$ cat config.mk
export PLATFORM = sky130hd
export DESIGN_NAME = rv32e_lsu_flat
export DESIGN_NICKNAME = d
export VERILOG_FILES = /design/src/rtl/rv32e_pkg.sv /design/src/rtl/rv32e_lsu_if.sv /design/src/rtl/rv32e_lsu_align.sv /design/src/rtl/rv32e_lsu.sv /design/src/flat_wrapper.sv
export SDC_FILE = /design/constraint.sdc
export NUM_CORES = 1
export LEC_CHECK = 0
export CAP_MARGIN = 20
export CORE_MARGIN = 2
export CORE_UTILIZATION = 40
export CTS_CLUSTER_SIZE = 10
export DETAILED_ROUTE_END_ITERATION = 6
export GPL_TIMING_DRIVEN = 1
export PLACE_DENSITY = 0.74
export SYNTH_ARGS = -nofsm -noshare
export SYNTH_HDL_FRONTEND = slang
export SYNTH_SLANG_ARGS = --single-unit
$ cat constraint.sdc
create_clock -name clk -period 2.4 [get_ports clk]
set_clock_uncertainty 0.05 [all_clocks]
set_input_delay 0.6 -clock clk [delete_from_list [all_inputs] [get_ports clk]]
set_output_delay 0.6 -clock clk [all_outputs]
set_load 0.01 [all_outputs]
$ cat src/rtl/rv32e_pkg.sv
// Shared RV32E definitions used by the load/store unit: funct3 width codes,
// LSU error codes, LSU state encoding and request legality helpers.
package rv32e_pkg;

   localparam logic [2:0] F3_B  = 3'b000;
   localparam logic [2:0] F3_H  = 3'b001;
   localparam logic [2:0] F3_W  = 3'b010;
   localparam logic [2:0] F3_BU = 3'b100;
   localparam logic [2:0] F3_HU = 3'b101;

   typedef enum logic [1:0] {
      LSU_ERR_OK       = 2'b00,
      LSU_ERR_MISALIGN = 2'b01,
      LSU_ERR_FUNCT3   = 2'b10,
      LSU_ERR_TIMEOUT  = 2'b11
   } lsu_err_e;

   typedef enum logic [1:0] {
      LSU_IDLE   = 2'b00,
      LSU_ACCESS = 2'b01,
      LSU_RESP   = 2'b10
   } lsu_state_e;

   // Unsigned widths only exist for loads; reserved codes are always illegal.
   function automatic logic lsu_funct3_illegal(input logic [2:0] funct3, input logic we);
      logic illegal;
      case (funct3)
         F3_B, F3_H, F3_W: illegal = 1'b0;
         F3_BU, F3_HU:     illegal = we;
         default:          illegal = 1'b1;
      endcase
      return illegal;
   endfunction

   // Natural alignment: halfwords on even addresses, words on multiples of 4.
   function automatic logic lsu_misaligned(input logic [2:0] funct3, input logic [1:0] addr_lo);
      logic mis;
      case (funct3)
         F3_H, F3_HU: mis = addr_lo[0];
         F3_W:        mis = |addr_lo;
         default:     mis = 1'b0;
      endcase
      return mis;
   endfunction

endpackage

$ cat src/rtl/rv32e_lsu_if.sv
// Word-addressed data memory bus between the LSU (master) and memory (slave).
interface rv32e_lsu_if;
   logic        mem_req;
   logic        mem_write_en;
   logic [31:0] mem_addr_bus;
   logic [3:0]  mem_byte_en;
   logic [31:0] mem_write_data_bus;
   logic        mem_ack;
   logic [31:0] mem_read_data_bus;

   modport master (
      output mem_req, mem_write_en, mem_addr_bus, mem_byte_en, mem_write_data_bus,
      input  mem_ack, mem_read_data_bus
   );

   modport slave (
      input  mem_req, mem_write_en, mem_addr_bus, mem_byte_en, mem_write_data_bus,
      output mem_ack, mem_read_data_bus
   );
endinterface

$ cat src/rtl/rv32e_lsu_align.sv
// Lane logic for the LSU: byte enables, store lane replication and load
// lane extraction with sign/zero extension. Purely combinational.
module rv32e_lsu_align
   import rv32e_pkg::*;
(
   input  logic [2:0]  funct3,
   input  logic [1:0]  offset,
   input  logic [31:0] wdata,
   input  logic [31:0] rdata,
   output logic [3:0]  byte_en,
   output logic [31:0] wdata_rep,
   output logic [31:0] load_data
);

   logic [7:0]  byte_s;
   logic [15:0] half_s;

   // Select the addressed byte and halfword lanes of the read word.
   always_comb begin
      byte_s = 8'h00;
      case (offset)
         2'd0:    byte_s = rdata[7:0];
         2'd1:    byte_s = rdata[15:8];
         2'd2:    byte_s = rdata[23:16];
         2'd3:    byte_s = rdata[31:24];
         default: byte_s = 8'h00;
      endcase
      if (offset[1]) begin
         half_s = rdata[31:16];
      end else begin
         half_s = rdata[15:0];
      end
   end

   // Per-width enables, replicated store data and extended load data.
   always_comb begin
      byte_en   = 4'b0000;
      wdata_rep = 32'h0000_0000;
      load_data = 32'h0000_0000;
      case (funct3)
         F3_B: begin
            byte_en   = 4'b0001 << offset;
            wdata_rep = {4{wdata[7:0]}};
            load_data = {{24{byte_s[7]}}, byte_s};
         end
         F3_BU: begin
            byte_en   = 4'b0001 << offset;
            wdata_rep = {4{wdata[7:0]}};
            load_data = {24'h00_0000, byte_s};
         end
         F3_H: begin
            byte_en   = 4'b0011 << offset;
            wdata_rep = {2{wdata[15:0]}};
            load_data = {{16{half_s[15]}}, half_s};
         end
         F3_HU: begin
            byte_en   = 4'b0011 << offset;
            wdata_rep = {2{wdata[15:0]}};
            load_data = {16'h0000, half_s};
         end
         F3_W: begin
            byte_en   = 4'b1111;
            wdata_rep = wdata;
            load_data = rdata;
         end
         default: begin
            byte_en   = 4'b0000;
            wdata_rep = 32'h0000_0000;
            load_data = 32'h0000_0000;
         end
      endcase
   end

endmodule

$ cat src/rtl/rv32e_lsu.sv
// RV32E load/store unit: one access in flight, request validation, memory
// handshake with wait-state timeout and a one-cycle response pulse.
module rv32e_lsu
   import rv32e_pkg::*;
#(
   parameter int unsigned TIMEOUT_CYCLES = 255
) (
   input  logic        clk,
   input  logic        reset,
   input  logic        req_valid,
   output logic        req_ready,
   input  logic        req_we,
   input  logic [2:0]  req_funct3,
   input  logic [31:0] req_addr,
   input  logic [31:0] req_wdata,
   output logic        resp_valid,
   output logic [31:0] resp_rdata,
   output logic [1:0]  resp_err,
   rv32e_lsu_if.master mem
);

   localparam logic [7:0] TIMEOUT_LIMIT = 8'(TIMEOUT_CYCLES);

   lsu_state_e  state_r;
   logic        req_ready_r;
   logic        resp_valid_r;
   logic [31:0] resp_rdata_r;
   logic [1:0]  resp_err_r;
   logic        mem_req_r;
   logic        mem_we_r;
   logic [31:0] mem_addr_r;
   logic [3:0]  mem_be_r;
   logic [31:0] mem_wdata_r;
   logic [2:0]  funct3_r;
   logic [1:0]  offset_r;
   logic [7:0]  timeout_cnt_r;

   logic [2:0]  sel_funct3_s;
   logic [1:0]  sel_offset_s;
   logic [3:0]  byte_en_s;
   logic [31:0] wdata_rep_s;
   logic [31:0] load_data_s;
   logic [7:0]  cnt_inc_s;

   // Lane logic looks at the live request while idle, the captured one afterwards.
   always_comb begin
      if (state_r == LSU_IDLE) begin
         sel_funct3_s = req_funct3;
         sel_offset_s = req_addr[1:0];
      end else begin
         sel_funct3_s = funct3_r;
         sel_offset_s = offset_r;
      end
      cnt_inc_s = timeout_cnt_r + 8'd1;
   end

   rv32e_lsu_align u_align (
      .funct3    (sel_funct3_s),
      .offset    (sel_offset_s),
      .wdata     (req_wdata),
      .rdata     (mem.mem_read_data_bus),
      .byte_en   (byte_en_s),
      .wdata_rep (wdata_rep_s),
      .load_data (load_data_s)
   );

   // Access FSM with all outputs registered; reset discards any access in flight.
   always_ff @(posedge clk) begin
      if (!reset) begin
         state_r       <= LSU_IDLE;
         req_ready_r   <= 1'b1;
         resp_valid_r  <= 1'b0;
         resp_rdata_r  <= 32'h0000_0000;
         resp_err_r    <= LSU_ERR_OK;
         mem_req_r     <= 1'b0;
         mem_we_r      <= 1'b0;
         mem_addr_r    <= 32'h0000_0000;
         mem_be_r      <= 4'b0000;
         mem_wdata_r   <= 32'h0000_0000;
         funct3_r      <= 3'b000;
         offset_r      <= 2'b00;
         timeout_cnt_r <= 8'd0;
      end else begin
         case (state_r)
            LSU_IDLE: begin
               if (req_valid) begin
                  funct3_r     <= req_funct3;
                  offset_r     <= req_addr[1:0];
                  req_ready_r  <= 1'b0;
                  resp_rdata_r <= 32'h0000_0000;
                  if (lsu_funct3_illegal(req_funct3, req_we)) begin
                     resp_err_r   <= LSU_ERR_FUNCT3;
                     resp_valid_r <= 1'b1;
                     state_r      <= LSU_RESP;
                  end else if (lsu_misaligned(req_funct3, req_addr[1:0])) begin
                     resp_err_r   <= LSU_ERR_MISALIGN;
                     resp_valid_r <= 1'b1;
                     state_r      <= LSU_RESP;
                  end else begin
                     mem_req_r     <= 1'b1;
                     mem_we_r      <= req_we;
                     mem_addr_r    <= {req_addr[31:2], 2'b00};
                     mem_be_r      <= byte_en_s;
                     mem_wdata_r   <= wdata_rep_s;
                     timeout_cnt_r <= 8'd0;
                     state_r       <= LSU_ACCESS;
                  end
               end
            end
            LSU_ACCESS: begin
               // Ack is checked first so an ack on the limit cycle still succeeds.
               if (mem.mem_ack || (cnt_inc_s == TIMEOUT_LIMIT)) begin
                  mem_req_r    <= 1'b0;
                  mem_we_r     <= 1'b0;
                  mem_addr_r   <= 32'h0000_0000;
                  mem_be_r     <= 4'b0000;
                  mem_wdata_r  <= 32'h0000_0000;
                  resp_valid_r <= 1'b1;
                  state_r      <= LSU_RESP;
                  if (mem.mem_ack) begin
                     resp_err_r   <= LSU_ERR_OK;
                     resp_rdata_r <= mem_we_r ? 32'h0000_0000 : load_data_s;
                  end else begin
                     resp_err_r   <= LSU_ERR_TIMEOUT;
                     resp_rdata_r <= 32'h0000_0000;
                  end
               end else begin
                  timeout_cnt_r <= cnt_inc_s;
               end
            end
            LSU_RESP: begin
               resp_valid_r <= 1'b0;
               resp_rdata_r <= 32'h0000_0000;
               resp_err_r   <= LSU_ERR_OK;
               req_ready_r  <= 1'b1;
               state_r      <= LSU_IDLE;
            end
            default: begin
               state_r      <= LSU_IDLE;
               req_ready_r  <= 1'b1;
               resp_valid_r <= 1'b0;
               mem_req_r    <= 1'b0;
            end
         endcase
      end
   end

   assign req_ready              = req_ready_r;
   assign resp_valid             = resp_valid_r;
   assign resp_rdata             = resp_rdata_r;
   assign resp_err               = resp_err_r;
   assign mem.mem_req            = mem_req_r;
   assign mem.mem_write_en       = mem_we_r;
   assign mem.mem_addr_bus       = mem_addr_r;
   assign mem.mem_byte_en        = mem_be_r;
   assign mem.mem_write_data_bus = mem_wdata_r;

endmodule

$ cat src/flat_wrapper.sv
// flat-port wrapper written by rule: the top's interface ports become plain ports
module rv32e_lsu_flat import rv32e_pkg::*;
#(
   parameter int unsigned TIMEOUT_CYCLES = 255
)
  (clk, reset, req_valid, req_ready, req_we, req_funct3, req_addr, req_wdata, resp_valid, resp_rdata, resp_err, mem_mem_req, mem_mem_write_en, mem_mem_addr_bus, mem_mem_byte_en, mem_mem_write_data_bus, mem_mem_ack, mem_mem_read_data_bus);
  rv32e_lsu_if mem_i ();
  input  logic clk;
  input  logic reset;
  input  logic req_valid;
  output logic req_ready;
  input  logic req_we;
  input  logic [2:0] req_funct3;
  input  logic [31:0] req_addr;
  input  logic [31:0] req_wdata;
  output logic resp_valid;
  output logic [31:0] resp_rdata;
  output logic [1:0] resp_err;
  output wire logic [$bits(mem_i.mem_req)-1:0] mem_mem_req;
  output wire logic [$bits(mem_i.mem_write_en)-1:0] mem_mem_write_en;
  output wire logic [$bits(mem_i.mem_addr_bus)-1:0] mem_mem_addr_bus;
  output wire logic [$bits(mem_i.mem_byte_en)-1:0] mem_mem_byte_en;
  output wire logic [$bits(mem_i.mem_write_data_bus)-1:0] mem_mem_write_data_bus;
  input wire logic [$bits(mem_i.mem_ack)-1:0] mem_mem_ack;
  input wire logic [$bits(mem_i.mem_read_data_bus)-1:0] mem_mem_read_data_bus;
  assign mem_mem_req = mem_i.mem_req;
  assign mem_mem_write_en = mem_i.mem_write_en;
  assign mem_mem_addr_bus = mem_i.mem_addr_bus;
  assign mem_mem_byte_en = mem_i.mem_byte_en;
  assign mem_mem_write_data_bus = mem_i.mem_write_data_bus;
  assign mem_i.mem_ack = mem_mem_ack;
  assign mem_i.mem_read_data_bus = mem_mem_read_data_bus;
  rv32e_lsu #(.TIMEOUT_CYCLES(TIMEOUT_CYCLES)) u_core (.clk(clk), .reset(reset), .req_valid(req_valid), .req_ready(req_ready), .req_we(req_we), .req_funct3(req_funct3), .req_addr(req_addr), .req_wdata(req_wdata), .resp_valid(resp_valid), .resp_rdata(resp_rdata), .resp_err(resp_err), .mem(mem_i));
endmodule
After elaboration in Yosys (flattened, before gate mapping)
Cells that the tools add are included.
Word-level totals
  input bits: 104
  output and inout port bits: 106
  register bits: 121
  word-level logic and storage cells: 127
Cells by class
  reductions and logical operators: 22
  shift operators: 2
  equality and inequality tests: 20
  bitwise logic cells: 2
  multiplexer cells: 67
  add/subtract/negate cells: 1
Operators by type and width (count)
  $mux W32: 11
  $pmux W32 S3: 2
  $pmux W32 S5: 1
  $pmux W32 S2: 2
  $mux W8: 4
  $pmux W8 S4: 1
  $mux W2: 10
  $mux W1: 19
  $mux W16: 1
  $mux W4: 4
  $pmux W8 S2: 1
  $reduce_and A5 Y1: 3
  $eq A3 B3 Y1 const B: 4
  $pmux W4 S3: 1
  $pmux W1 S2: 5
  $reduce_or A2 Y1: 5
  $add A8 B1 Y8 const B: 1
  $eq A8 B8 Y1 const B: 1
  $ne A2 B2 Y1 const B: 4
  $pmux W4 S2: 1
  $eq A2 B2 Y1 const B: 3
  $eq A3 B1 Y1 const B: 2
  $eq A3 B2 Y1 const B: 2
  $logic_not A3 Y1: 2
  other kinds (18): 24

Logic depth before layout (Yosys ltp)
Gate-level depths: netlist of run 1.
  depth in word-level cells: 14
  mapped depth: 11
  gate-level depth less buffers: 7

Modules after synthesis
A second synthesis of run 1 with hierarchy kept.
Second synthesis, totals
  cells, all modules: 793
  area, all modules: 6501.2 um2
Modules (own cells, without submodules)
  rv32e_lsu: cells each 605, area each 5276.3 um2, times used 1, seq. area each 2382.3 um2
  rv32e_lsu_align: cells each 188, area each 1224.9 um2, times used 1, seq. area each 0.0 um2

Least setup slack after synthesis of run 1
Ideal clock, no wire load.
  kind: reg-to-reg
  from: register u_core.state_r[0]
  to: register u_core.resp_rdata_r[22] (netlist: u_core.resp_rdata[22])
  slack: 91 ps
  clock period less this slack: 2309 ps
  data required time: 2291 ps
  path buffers: 2
  arrival: 2200 ps
  library setup time: 59 ps
  stages on the path, launching flop included: 10
  cell sequence: dfxtp_1 > inv_1 > ha_1 > buf_2 > or3b_2 > and2_1 > a211o_1 > clkbuf_1 > o211ai_1 > a22o_1
On the way
  word-level cells in the longest chain between the ends: 9
  elaborated cells between the ends (all ways): 25
  classes of those cells: eq/ne (11); mux (9); reduce/logical (5)
RTL lines
  start, declared: RTL line rv32e_lsu.sv:24  | lsu_state_e state_r;
  start signal, assigned: RTL line rv32e_lsu.sv:70  | state_r <= LSU_IDLE;
  start signal, assigned: RTL line rv32e_lsu.sv:94  | state_r <= LSU_RESP;
  start signal, assigned: RTL line rv32e_lsu.sv:98  | state_r <= LSU_RESP;
  $logic_not A2 Y1: RTL line rv32e_lsu.sv:47, rv32e_lsu.sv:84
  $mux W2: RTL line rv32e_lsu.sv:47  | if (state_r == LSU_IDLE) begin
  $eq A2 B2 Y1, or another cell as far along: RTL line rv32e_lsu_align.sv:21  | case (offset)
  $pmux W8 S4: RTL line rv32e_lsu_align.sv:21
  $pmux W32 S5: RTL line rv32e_lsu_align.sv:40  | case (funct3)
  $mux W32: RTL line rv32e_lsu.sv:122  | resp_rdata_r <= mem_we_r ? 32'h0000_0000 : load_data_s;
  $mux W32: RTL line rv32e_lsu.sv:120  | if (mem.mem_ack) begin
  $mux W32: RTL line rv32e_lsu.sv:112  | if (mem.mem_ack || (cnt_inc_s == TIMEOUT_LIMIT)) begin
  $pmux W32 S3: RTL line rv32e_lsu.sv:84  | case (state_r)
  end signal, assigned: RTL line rv32e_lsu.sv:122
  end, declared: RTL line rv32e_lsu.sv:27  | logic [31:0] resp_rdata_r;
Several ways; a longest one is shown, not always the timed one. The select of a mux whose other input is x is not followed.
A chain may end at the register's enable or synchronous reset.

Final worst setup path of run 1
  from: input port req_funct3[0]
  to: register u_core.resp_rdata_r[1] (netlist: u_core.resp_rdata[1])
On the way
  word-level cells in the longest chain between the ends: 7
  elaborated cells between the ends (all ways): 11
  classes of those cells: eq/ne (4); mux (6); reduce/logical (1)
RTL lines
  start, declared: RTL line flat_wrapper.sv:13  | input logic [2:0] req_funct3;
  $mux W3 (*): RTL line rv32e_lsu.sv:47
  $eq A3 B2 Y1, or another cell as far along: RTL line rv32e_lsu_align.sv:40
  $pmux W32 S5 (*): RTL line rv32e_lsu_align.sv:40
  $mux W32 (*): RTL line rv32e_lsu.sv:122
  $mux W32 (*): RTL line rv32e_lsu.sv:120
  $mux W32 (*): RTL line rv32e_lsu.sv:112
  $pmux W32 S3 (*): RTL line rv32e_lsu.sv:84
Every way passes the cells marked *; elsewhere a longest branch is shown, timed or not. The select of a mux whose other input is x is not followed.

==> impl_results.md, run 1 <==
* Hold WS at ~400 ps
* Crit share post-route at between 90% and 100%
* Grt ovf at 0
* Final antenna-violating net count at 0
* PwrDens at around 670 nW/um2
* Status: complete, no violations
* Final wirelength at between 15 and 20 mm
* H-tree Lvls at 4
* # rows at between 40 and 50
* Post-synth EDFFs at 0
* Slew Limit Fails at 0
* Avg Inst Size Synth at 8.87 um2
* Psw at about 0.0019 W
* Startpoint types: input port
* DRT Pass-1 Iters at 6
* Asr flop ratio synth at 0%
* Die H at ~130 um
* LEAKAGE at 3.77 nW
* Ys Warns at 0
* Crit path time final at 2310 ps
* Post-DR wirelength/cell at 17.0 um
* Seq pwr share at 33.9%
* Critical path endpoint category: register
* Post-CTS Repair Setup Buffers at 0
* CTS Sinks at between 100 and 150
* Initial antenna violation count at 1
* Cells after Synth at around 700
* Hold Crit Class: register to register
* Max cap viols at 0
* Fraction of layout cells with a size suffix above 1 at around 15%
* Die area at 16200 um2
* Combinational power share at 26.3%
* Setup violators final at 0
* CP arrival at around 2600 ps
* Die Wd at about 130 um
* Final hold viol count at 0
* Via-per-instance ratio at ~5.5
* Synthesized flop and latch total at 119
* Latest clock arrival within the worst-skew pair at approximately 420 ps
* Post-synthesis sequential area ratio at between 30 and 40%
* Internal at between 0.004 and 0.005 W
* Commonest non-fill, non-tap cells in the layout: clkdlybuf4s50_1, nand2_1, dfxtp_1
* Via count at between 6000 and 7000
* Tot Pwr at 0.00630 W
* Clock transition at the registers of the reported paths at around 60 ps
* Largest net degree at the start of global routing at between 40 and 50
* Clock Tree Buf Depth at 2
* Starting Density at around 41%
* CP required at between 2000 and 3000 ps
* Initial DRC count at just under 500
* I/O Buffers at 207
* RSZ-0062 raised after global routing: false
* # nets final at 1042
* Clock power frac at between 30% and 40%
* CTS Root Cell: clkbuf_16
* Critical path class: input port to register
* Worst vdd ir at 0.000539 V
* Post-synth cell types at 74
* # diodes at 0
* Vias in the first global route at between 5000 and 6000
* Area of the mapped netlist at 6090 um2
* Leading cell type in the layout, fill and taps excluded: clkdlybuf4s50_1
* TritonCTS buffer count at 17
* Routability congestion estimate at 0.865
* Core Region at approximately 15000 um2
* # DRC at 0
* Area delta synth->final at 54.7%
* Ports at 210
* Sw frac at between 30% and 40%
* Achievable Freq at 433 MHz
* Hpwl dp at between 10 and 15 mm
* Gr usage total at 23.5%
* Worst-path fanout max at 7
* Main synth FF type: dfxtp_1
* Fill count at 1277
* First-pass GRT wire length at 30.8 mm
* CTS tree: yes
cells in the mapped netlist (2+ instances only):
master | count | area [um2]
and4_1 | 2 | 17.5
a32o_1 | 38 | 380
nand3_1 | 10 | 50.1
buf_4 | 4 | 30.0
o31ai_1 | 7 | 52.6
nand4b_1 | 3 | 26.3
buf_2 | 23 | 115
and2_1 | 2 | 12.5
nand3b_1 | 2 | 15.0
nor3_2 | 2 | 20.0
buf_6 | 3 | 33.8
a221oi_1 | 8 | 70.1
xor2_1 | 2 | 17.5
dfxtp_1 | 119 | 2380
o21ai_0 | 26 | 130
o311ai_0 | 8 | 70.1
inv_1 | 13 | 48.8
mux2i_1 | 43 | 430
mux2_2 | 5 | 56.3
nor2_1 | 17 | 63.8
a21oi_1 | 22 | 110
or4bb_1 | 2 | 22.5
a21o_1 | 4 | 30.0
o22ai_1 | 9 | 56.3
nand4_1 | 3 | 18.8
ha_1 | 6 | 75.1
o211ai_1 | 26 | 195
clkbuf_1 | 32 | 120
a22o_1 | 34 | 298
nor3_1 | 12 | 60.1
and3_1 | 3 | 18.8
nand2_1 | 144 | 541
a221o_1 | 7 | 70.1
nand2b_1 | 6 | 37.5
per-stage QoR:
step / cell area (um2) / instances / utilization, % / setup slack, ps / TNS [ps]
after floorplan: 6100 / 688 / - / 91.4 / 0
after global placement: 8830 / 1101 / 58.7 / -291 / -24120
after detailed placement: 8830 / 1101 / 58.7 / -314 / -26780
after CTS: 9410 / 1133 / 62.6 / 64.1 / 0
after global routing: 9420 / 1133 / 62.7 / 0.909 / 0
final: 9420 / 1133 / 62.7 / 90.9 / 0
power groups by stage:
stage	Combinational, W	Sequential, W	Clock [W]
floorplan	0.000849	0.00221	0
detailed placement	0.00164	0.00218	0
CTS	0.00165	0.00214	0.00255
global route	0.00179	0.00215	0.00265
global placement	0.00163	0.00217	0
finish	0.00165	0.00214	0.00251
routing by layer:
metal  vias up  GRT usage [%]  wire [um]
met5         -              0          0
met4         0           6.79        294
met3        21           7.66       1410
met2       227           38.0       9160
met1      2938           30.1       8380
li1       3062              -          -
area by class of cell:
| type | count | area [um2] | share of cell area [%] |
|---|---|---|---|
| clock inverter | 14 | 139 | 1.47 |
| sequential | 119 | 2380 | 25.3 |
| inverter | 13 | 48.8 | 0.518 |
| multi-input combinational | 491 | 3360 | 35.7 |
| tap | 188 | 235 | 2.50 |
| clock buffer | 18 | 439 | 4.66 |
| timing repair buffer | 290 | 2820 | 29.9 |
critical path, stage by stage:
cell and delay, ps:
clkdlybuf4s50_1 510, buf_4 210, o21a_1 190, or2_2 360, o22ai_1 190, buf_4 190
a221oi_1 90, o31ai_1 240
registers in the layout, summed over array words and instances, names as in the netlist, 2 cells and up:
name / flops
u_core.mem.mem_write_data_bus: 32
u_core.resp_rdata: 32
u_core.mem.mem_addr_bus: 30
u_core.timeout_cnt_r: 8
u_core.mem.mem_byte_en: 4
u_core.funct3_r: 3
u_core.offset_r: 2
u_core.resp_err: 2
u_core.state_r: 2
repair_timing:
| action | in CTS | in global routing |
|---|---|---|
| setup endpoints to repair | 7 | 94 |
| pin swaps | 0 | 1 |
| hold buffers | 0 | 0 |
| gates resized for setup | 1 | 5 |
path summary, 6_finish.rpt:
path | from | to | slack [ps] | cells after the start
worst max-delay path | req_funct3[0] | u_core.resp_rdata[1] | 90 | 8
worst min register to register | u_core.mem.mem_write_data_bus[26] | u_core.mem.mem_write_data_bus[26] | 410 | 2
worst min-delay path | u_core.mem.mem_write_data_bus[26] | u_core.mem.mem_write_data_bus[26] | 410 | 2
worst max register to register | u_core.state_r[1] | u_core.resp_rdata[8] | 140 | 10
cells by family (layout without fill, tap and decap cells):
logic type	after synthesis	count (layout)	share of synthesized area (%)
adder cells (fa/ha/maj)	6	6	1.23
flip-flops	119	119	39.1
other	1	2	0.0615
AND/OR/NAND/NOR	218	218	16.4
AO/OA/AOI/OAI	214	214	28.6
buffers and inverters	78	335	6.10
XOR/XNOR	2	2	0.288
multiplexers	49	49	8.21
No activity file was read; power rests on OpenSTA's default activity.
==> run 2: changes to the inputs <==
--- a/config.mk
+++ b/config.mk
@@ -5,9 +5,9 @@
 export SDC_FILE = /design/constraint.sdc
 export NUM_CORES = 1
 export LEC_CHECK = 0
-export CAP_MARGIN = 20
 export CORE_MARGIN = 2
 export CORE_UTILIZATION = 40
+export CTS_CLUSTER_DIAMETER = 120
 export CTS_CLUSTER_SIZE = 10
 export DETAILED_ROUTE_END_ITERATION = 6
 export GPL_TIMING_DRIVEN = 1
==> results of run 2 <==
No change in the layout: final DEF, timing and power equal those of run 1.
==> run 3: changes to the inputs <==
--- a/config.mk
+++ b/config.mk
@@ -6,12 +6,12 @@
 export NUM_CORES = 1
 export LEC_CHECK = 0
 export CORE_MARGIN = 2
-export CORE_UTILIZATION = 40
+export CORE_UTILIZATION = 41
 export CTS_CLUSTER_DIAMETER = 120
 export CTS_CLUSTER_SIZE = 10
 export DETAILED_ROUTE_END_ITERATION = 6
 export GPL_TIMING_DRIVEN = 1
-export PLACE_DENSITY = 0.74
+export PLACE_DENSITY = 0.75
 export SYNTH_ARGS = -nofsm -noshare
 export SYNTH_HDL_FRONTEND = slang
 export SYNTH_SLANG_ARGS = --single-unit
==> run 3 against run 2 <==
Register-to-register slack got worse by 50 ps. Largest power group unchanged. Hold slack worse by 3.3 ps. Combinational power about the same. Routed wire length increased by 0.89%. Count of clock-buffer cells in the layout increased by 2. Sequential share of layout area is 0.26 points lower. Via count is 0.22% lower. Total power up 0.20%.
==> impl_results.md, run 3 (same netlist as run 1, synthesis figures left out) <==
* Slowest cell delay on critical path at 630 ps
* Slew Limit Fails at 0
* Die H at about 130 um
* Fraction of layout cells with a size suffix above 1 at ~15%
* Post-DR wirelength/cell at ~17 um
* Area delta synth->final at 56.1%
* GR Layer Usage met2 at between 30% and 40%
* Gr busiest metal: met2
* TritonCTS buffer count at 17
* Achievable Freq at about 430 MHz
* Final hold viol count at 0
* # DRC at 0
* Met3 usage at under 10%
* Final wirelength at around 19 mm
* Slew HR at between 40% and 50%
* Die area at 15900 um2
* Design Area, Final at 9510 um2
* Critical-path cell list: inv_1 > ha_4 > or3b_2 > a21oi_1 > nand2_1 > o211ai_1 > a22o_1
* Hpwl dp at around 14 mm
* Via count at 6234
* Cell family with most CP delay: compound AO/OA/AOI/OAI gates
* # rows at 44
* # diodes at 0
* Clock transition at the registers of the reported paths at approximately 50 ps
* Placed cell area at about 9000 um2
* CTS Sinks at roughly 120
* Vias in the first global route at 5945
* Leading cell type in the layout, fill and taps excluded: clkdlybuf4s50_1
* Ports at 210
* Critical path endpoint category: register
* CP required at about 2700 ps
* Crit share post-route at a little over nine tenths
* Crit path time final at between 2000 and 2500 ps
* Routability congestion estimate at ~0.87
* Commonest non-fill, non-tap cells in the layout: clkdlybuf4s50_1, nand2_1, dfxtp_1
* Final core occ at about two thirds
* CP arrival at 2630 ps
* Critical path class: register to register
* Initial antenna violation count at 0
* DRT Pass-1 Iters at 6
* Cell count after placement at 1094
* Final non-filler cell total at roughly 1100
* Worst vdd ir at about 0.00051 V
* First-pass GRT wire length at 30.8 mm
* PwrDens at 664 nW/um2
* TNS Setup at 0 ps
* Area of the multi-input gates at between 3000 and 4000 um2
* Setup violators final at 0
* Status: complete, no violations
* Starting Density at 41.9%
* Initial DRC count at around 490
* Clock Tree Buf Depth at 2
* Die Wd at between 100 and 150 um
* Buf+Inv Stages, Crit Path at 1
* CTS Root Cell: clkbuf_16
* Slowest CP cell: a21oi_1
* I/O Buffers at 207
* H-tree Lvls at 4
* Worst slew pin tran at 770 ps
* Via-per-instance ratio at around 5.5
* Worst-path fanout max at 9
* Grt ovf at 0
* Latest clock arrival within the worst-skew pair at between 400 and 500 ps
* Largest net degree at the start of global routing at 73
* Startpoint types: register
* Sequential Area at about 2400 um2
* Core Region at about 15000 um2
* Tot Pwr at 0.00632 W
* Gr usage total at between 20% and 30%
* Met1 Usage GRT at 31.8%
* LEAKAGE at between 3 and 4 nW
* Hold Crit Class: register to register
* Final antenna-violating net count at 0
* CTS tree: yes
* Fill count at 1209
* # nets final at ~1000
* Hold Buf Count CTS at 0
* Max cap viols at 0
## run 3: what timing repair did
action / in CTS / in global routing
resized for setup: 2 / 16
setup endpoints to repair: 14 / 50
pin swaps: 0 / 3
setup buffers: 0 / 4
cloned: 0 / 0
## run 3: metal layers
layer	wire length, um	vias up
met5	0	-
met4	466	0
met3	1380	36
met2	8890	230
met1	8680	2908
li1	-	3060
## run 3: worst register-to-register path: cells and delay by family (launching register included)
family          cells  cell delay [ps]
compound gates      3              900
simple gates        2              640
flops               1              360
fa+ha+maj           1              210
buf+inv             1              110
## run 3: report_power, final
group | internal [W] | switching (W)
Clock | 0.00152 | 0.000992
Combinational | 0.000849 | 0.000825
Sequential | 0.00208 | 0.0000583
Total | 0.00444 | 0.00187
## run 3: worst paths after layout
path,from,endpoint,slack (ps),cells after the start
min reg2reg,u_core.mem.mem_write_data_bus[5],u_core.mem.mem_write_data_bus[5],410,2
max reg2reg,u_core.state_r[1],u_core.resp_rdata[12],90,7
min,u_core.mem.mem_write_data_bus[5],u_core.mem.mem_write_data_bus[5],410,2
max,u_core.state_r[1],u_core.resp_rdata[12],90,7
## run 3: area by class of cell
type	count	share of cell area, %
clock buffers	20	4.91
clock inverters	12	1.22
inverters	13	0.513
multi-input cells	491	35.9
flip-flops and latches	119	25.0
well taps	184	2.42
repair buffers	290	30.0
## run 3: metrics by stage
step           hold slack (ps)  setup slack (ps)
6_report                   407              86.2
5_1_grt                    425            -0.271
4_1_cts                    410              31.4
3_5_place_dp               396              -366
3_3_place_gp               394              -358
2_1_floorplan              397              91.4
